===== src/rtl/regfile_pkg.sv =====
// Shared definitions for the register-file write-back arbiter.
package regfile_pkg;

   localparam int NUM_REGS = 32;
   localparam int SWEEP_W  = $clog2(NUM_REGS);

   typedef enum logic [0:0] {
      SWEEP = 1'b0,
      RUN   = 1'b1
   } state_t;

endpackage


===== src/rtl/rr_arbiter.sv =====
// Round-robin grant: search starts one past the pointer, first request wins.
module rr_arbiter #(
   parameter int NUM_REQ = 3,
   parameter int PTR_W   = $clog2(NUM_REQ)
) (
   input  logic [NUM_REQ-1:0] req,
   input  logic [PTR_W-1:0]   ptr,
   output logic [NUM_REQ-1:0] grant
);

   localparam int IDX_W = PTR_W + 1;

   logic             found_s;
   logic [IDX_W-1:0] idx_s;

   // Walk requesters starting at ptr+1 (wrapping) and grant the first active one.
   always_comb begin
      grant   = '0;
      found_s = 1'b0;
      idx_s   = '0;
      for (int k = 1; k <= NUM_REQ; k++) begin
         idx_s = {1'b0, ptr} + IDX_W'(k);
         if (idx_s >= IDX_W'(NUM_REQ)) begin
            idx_s = idx_s - IDX_W'(NUM_REQ);
         end else begin
            idx_s = idx_s;
         end
         if (!found_s && req[idx_s[PTR_W-1:0]]) begin
            grant[idx_s[PTR_W-1:0]] = 1'b1;
            found_s                 = 1'b1;
         end else begin
            found_s = found_s;
         end
      end
   end

endmodule


===== src/rtl/regfile_write_arbiter.sv =====
// Write-back arbiter: zeroes the register file after reset, then grants one
// requester per cycle round-robin and issues its write one cycle later.
module regfile_write_arbiter
   import regfile_pkg::*;
#(
   parameter int NUM_REQ = 3,
   parameter int DATA_W  = 32,
   parameter int ADDR_W  = 5
) (
   input  logic                      clk,
   input  logic                      clr,
   input  logic [NUM_REQ-1:0]        req_valid,
   input  logic [NUM_REQ*ADDR_W-1:0] req_addr,
   input  logic [NUM_REQ*DATA_W-1:0] req_data,
   output logic [NUM_REQ-1:0]        req_ready,
   output logic                      rf_write,
   output logic [ADDR_W-1:0]         rf_write_reg,
   output logic [DATA_W-1:0]         rf_write_data,
   output logic                      init_done
);

   localparam int PTR_W = $clog2(NUM_REQ);

   state_t              state_r;
   state_t              state_nxt_s;
   logic [SWEEP_W-1:0]  sweep_cnt_r;
   logic [PTR_W-1:0]    last_grant_r;
   logic [PTR_W-1:0]    grant_idx_s;
   logic [NUM_REQ-1:0]  grant_s;
   logic                xfer_s;
   logic [ADDR_W-1:0]   sel_addr_s;
   logic [DATA_W-1:0]   sel_data_s;

   logic                wr_nxt_s;
   logic [ADDR_W-1:0]   reg_nxt_s;
   logic [DATA_W-1:0]   data_nxt_s;
   logic                init_nxt_s;
   logic                wr_r;
   logic [ADDR_W-1:0]   reg_r;
   logic [DATA_W-1:0]   data_r;
   logic                init_r;

   rr_arbiter #(
      .NUM_REQ (NUM_REQ),
      .PTR_W   (PTR_W)
   ) u_rr_arbiter (
      .req   (req_valid),
      .ptr   (last_grant_r),
      .grant (grant_s)
   );

   // Grants are only exposed while running and out of reset.
   always_comb begin
      if ((state_r == RUN) && !clr) begin
         req_ready = grant_s;
      end else begin
         req_ready = '0;
      end
      xfer_s = |req_ready;
   end

   // Pick the granted requester's address/data and its index.
   always_comb begin
      sel_addr_s  = '0;
      sel_data_s  = '0;
      grant_idx_s = '0;
      for (int i = 0; i < NUM_REQ; i++) begin
         if (grant_s[i]) begin
            sel_addr_s  = req_addr[i*ADDR_W +: ADDR_W];
            sel_data_s  = req_data[i*DATA_W +: DATA_W];
            grant_idx_s = PTR_W'(i);
         end else begin
            grant_idx_s = grant_idx_s;
         end
      end
   end

   // State register.
   always_ff @(posedge clk) begin
      if (clr) begin
         state_r <= SWEEP;
      end else begin
         state_r <= state_nxt_s;
      end
   end

   // Next state: leave SWEEP once the last register has been zeroed.
   always_comb begin
      state_nxt_s = state_r;
      case (state_r)
         SWEEP: begin
            if (sweep_cnt_r == SWEEP_W'(NUM_REGS - 1)) begin
               state_nxt_s = RUN;
            end else begin
               state_nxt_s = SWEEP;
            end
         end
         RUN:     state_nxt_s = RUN;
         default: state_nxt_s = SWEEP;
      endcase
   end

   // Sweep address counter, only advancing during SWEEP.
   always_ff @(posedge clk) begin
      if (clr) begin
         sweep_cnt_r <= '0;
      end else if (state_r == SWEEP) begin
         sweep_cnt_r <= sweep_cnt_r + SWEEP_W'(1);
      end else begin
         sweep_cnt_r <= '0;
      end
   end

   // Round-robin pointer moves only on a completed transfer.
   always_ff @(posedge clk) begin
      if (clr) begin
         last_grant_r <= PTR_W'(NUM_REQ - 1);
      end else if (xfer_s) begin
         last_grant_r <= grant_idx_s;
      end else begin
         last_grant_r <= last_grant_r;
      end
   end

   // Output decode: sweep writes zeros; run issues accepted non-r0 writes.
   always_comb begin
      wr_nxt_s   = 1'b0;
      reg_nxt_s  = reg_r;
      data_nxt_s = data_r;
      init_nxt_s = init_r;
      case (state_r)
         SWEEP: begin
            wr_nxt_s   = 1'b1;
            reg_nxt_s  = ADDR_W'(sweep_cnt_r);
            data_nxt_s = '0;
            init_nxt_s = (sweep_cnt_r == SWEEP_W'(NUM_REGS - 1));
         end
         RUN: begin
            init_nxt_s = 1'b1;
            if (xfer_s && (sel_addr_s != '0)) begin
               wr_nxt_s   = 1'b1;
               reg_nxt_s  = sel_addr_s;
               data_nxt_s = sel_data_s;
            end else begin
               wr_nxt_s   = 1'b0;
            end
         end
         default: begin
            wr_nxt_s   = 1'b0;
            init_nxt_s = 1'b0;
         end
      endcase
   end

   // Registered register-file write port and init flag.
   always_ff @(posedge clk) begin
      if (clr) begin
         wr_r   <= 1'b0;
         reg_r  <= '0;
         data_r <= '0;
         init_r <= 1'b0;
      end else begin
         wr_r   <= wr_nxt_s;
         reg_r  <= reg_nxt_s;
         data_r <= data_nxt_s;
         init_r <= init_nxt_s;
      end
   end

   // A captured write still pending when clr arrives is dropped.
   assign rf_write      = wr_r & ~clr;
   assign rf_write_reg  = reg_r;
   assign rf_write_data = data_r;
   assign init_done     = init_r;

endmodule


===== config.mk =====
export PLATFORM = sky130hd
export DESIGN_NAME = regfile_write_arbiter
export DESIGN_NICKNAME = d
export VERILOG_FILES = /design/src/rtl/regfile_pkg.sv /design/src/rtl/rr_arbiter.sv /design/src/rtl/regfile_write_arbiter.sv
export SDC_FILE = /design/constraint.sdc
export NUM_CORES = 1
export LEC_CHECK = 0
export BUFFER_PORTS_ARGS = -buffer_cell sky130_fd_sc_hd__buf_2
export CELL_PAD_IN_SITES_DETAIL_PLACEMENT = 0
export CELL_PAD_IN_SITES_GLOBAL_PLACEMENT = 1
export CORE_MARGIN = 3
export CORE_UTILIZATION = 32
export DETAILED_ROUTE_END_ITERATION = 6
export GPL_TIMING_DRIVEN = 0
export PLACE_DENSITY = 0.9
export SLEW_MARGIN = 20
export SYNTH_ARGS = -nofsm -noshare
export SYNTH_HDL_FRONTEND = slang
export SYNTH_HIERARCHICAL = 1
export SYNTH_SLANG_ARGS = --single-unit

===== constraint.sdc =====
create_clock -name clk -period 4.3 [get_ports clk]
set_clock_uncertainty 0.1 [all_clocks]
set_input_delay 0.215 -clock clk [delete_from_list [all_inputs] [get_ports clk]]
set_output_delay 0.215 -clock clk [all_outputs]
set_load 0.01 [all_outputs]

==> run_results.csv <==
group,metric,value,unit
power,clkPwrFrac,0.297,
floorplanning,ios,158,
placement,dp_cells,584,
floorplanning,initial_core_util,0.3326,
outcome,outcome,"complete, no violations",
finish,final_layout_size_suffix_gt1_frac,0.4483,
synth,syn-instance-count,319,
grt,grt_max_degree,14,
synth,synth_top_area_share,0.3144,
synth,synthArstFlopShare,0,
clock_tree,cts_tree,"yes",
grt,grt_pass1_vias,2947,
grt,antenna_found_initial,0,
synth,synth_cell_types,55,
clock_tree,root_buffer,"clkbuf_8",
grt,grt_pass1_wl,14.50,mm
floorplanning,core-area,0.008806,mm2
finish,diodes,0,
power,power.density,237.1,mW/mm2
grt,grt_use_total,0.1754,
synth,netlist_top_cells_area,"dfxtp_1 31%, a221o_1 11%, o22ai_2 8.1%",
finish,final_area,0.003941,mm2
power,power_switching,0.2697,mW
synth,yosysSeqAreaShare,0.3144,
finish,fillers,891,
finish,largest_reg_flops,32,
finish,fin_util,0.4476,
sta,max_freq,287.4,MHz
routing,routed_wl,9.757,mm
sta,rsz0062_at_grt,"no",
routing,wl_per_cell,16.48,um
finish,nNetsFinal,607,
synth,ys.warnings.count,6,
floorplanning,die_w,101.7,um
critical_path,rrSetupSlack,0.85,ns
finish,mostFrequentLayoutCells,"166 x buf_2, 46 x dfxtp_1, 33 x o21ai_0",
placement,dpl.hpwl,7.594,mm
grt,overflow,0,
routing,vias_per_cell,5.382,
routing,ant_nets,0,
power,pwr-share-seq,0.464,
clock_tree,cts_resized,0,
critical_path,crit_path_start_kind,"flip-flop",
sta,finalSetupTns,0,ns
synth,synthFlopType,"dfxtp_1",
synth,synth.largest_area_cell,"dfxtp_1",
sta,worstMarginPinSlew,0.7023,ns
min_path,holdCritStartpoint,"req_data[73]",
sta,post-route-min-period,3.480,ns
sta,final_hold_viol_count,0,
clock_tree,numClockSinks,46,
routing,vias,3186,
flow_run,maxCapViolCount,0,
finish,area_growth,34.56,%
power,switching_share,0.2886,
critical_path,worstPathRequired,3.98,ns
clock_tree,numCtsBuffers,5,
synth,syn_nets,443,
clock_tree,postCtsSetupBuffers,0,
critical_path,critPathLaunch,"last_grant_r[0]",
placement,gp_congestion,0.7844,
finish,layout.cells.non_filler,592,
critical_path,path_max_fanout,10,
placement,dpl_cell_area,0.003850,mm2
sta,period_share,0.8093,
power,leakage,1.705,nW
finish,final_common_cell,"buf_2",
routing,first_pass_iters,4,
power,worst_ir_drop_vdd,0.00009686,V
critical_path,cp.arrival,3.16,ns
sta,setup_viol,0,
min_path,hold_depth,3,
power,finalPower,0.9346,mW
min_path,hp-class,"primary input to flip-flop",
floorplanning,core.rowCount,34,
synth,synth_area_per_cell,9.182,um2
clock_tree,h-tree-depth,2,
synth,synth-seq-cells,46,
power,internal_power,0.6648,mW
critical_path,ff2ff_path_depth,13,
synth,synth_area,0.002929,mm2
clock_tree,cts_hold_buf,0,
sta,relSlewSlack,0.5290,
placement,port_buffers,157,
clock_tree,path_clk_slew,0.08,ns
sta,final-max-slew-violation-count,0,
clock_tree,cts_buffer_depth,2,
synth,synth-edff-count,0,
clock_tree,clk_latency,0.29,ns
critical_path,crit_type,"flip-flop to output port",
routing,first_iter_violations,132,
floorplanning,die-area,0.01034,mm2
routing,drc,0,
sta,fin_hold_ws,0.08861,ns
floorplanning,die_h,101.7,um
critical_path,rr_startpoint,"last_grant_r[0]",
power,combPwrFrac,0.239,
critical_path,end_kind,"output port",
placement,dpl_worst_slack,0.8375,ns
sta,worst_slack,0.8201,ns
-- final cells by class --
cell class                      instances  area, um2  area share
Inverter                                5      18.77    0.004762
Buffer                                 35      206.4     0.05238
Multi-Input combinational cell        233       1783      0.4524
Timing Repair Buffer                  157      785.8      0.1994
Sequential cell                        46      920.9      0.2337
Clock buffer                            7      86.33     0.02190
Tap cell                              108      135.1     0.03429
Clock inverter                          1      5.005    0.001270
-- cell usage after synthesis (2+ instances only) --
library cell / instances
nor2b_1: 7
buf_4: 3
a32o_1: 2
inv_1: 4
ha_1: 8
o21ai_0: 33
nor3b_1: 2
o21ai_1: 15
buf_2: 9
nand2_1: 10
a21oi_1: 6
nand3_1: 24
o211a_1: 2
o2111ai_1: 2
nand4_1: 13
nand3b_1: 5
o22ai_2: 19
o31a_1: 2
clkbuf_1: 15
dfxtp_1: 46
a221o_1: 32
nor2_1: 11
a2bb2oi_2: 3
a311oi_1: 3
buf_6: 7
and2_1: 3
a21boi_0: 3
nor3_1: 3
-- metal layers --
metal | up-vias | track usage | share of wire
met5 | - | 0 | 0
met4 | 0 | 0.03476 | 0.0089
met3 | 6 | 0.02617 | 0.052
met2 | 88 | 0.3073 | 0.50
met1 | 1514 | 0.2290 | 0.44
li1 | 1578 | - | -
-- kinds of logic after synthesis --
family / Yosys count / synth area share
adders and majority gates: 8 / 0.03417
AOI/OAI and AO/OA: 133 / 0.3866
and+or+nand+nor: 89 / 0.1769
buffers and inverters: 40 / 0.07688
xor gates and xnor gates: 2 / 0.005981
muxes: 1 / 0.005125
DFF: 46 / 0.3144
-- power groups by stage --
stage	combinational, mW	clock [mW]	sequential (mW)
after floorplan	0.133	0	0.444
after global placement	0.220	0	0.443
after detailed placement	0.224	0	0.444
after CTS	0.225	0.294	0.434
after global routing	0.245	0.306	0.434
final	0.223	0.278	0.434
-- final timing paths --
path	endpoint
worst max register to register	rf_write_data[25]
worst max-delay path	req_ready[2]
worst min register to register	rf_write_data[4]
worst min-delay path	rf_write_data[9]
-- worst max-delay path, cell delays in order, from the launching register on --
cell and delay [ns]:
dfxtp_1 0.44, inv_1 0.13, ha_1 0.31, buf_4 0.16, and4bb_2 0.22, o21ai_0 0.07
o21ai_1 0.14, a32o_1 0.31, buf_4 0.23, clkbuf_1 0.43, and2_1 0.28, buf_2 0.16
(Power assumes the default switching activity.)
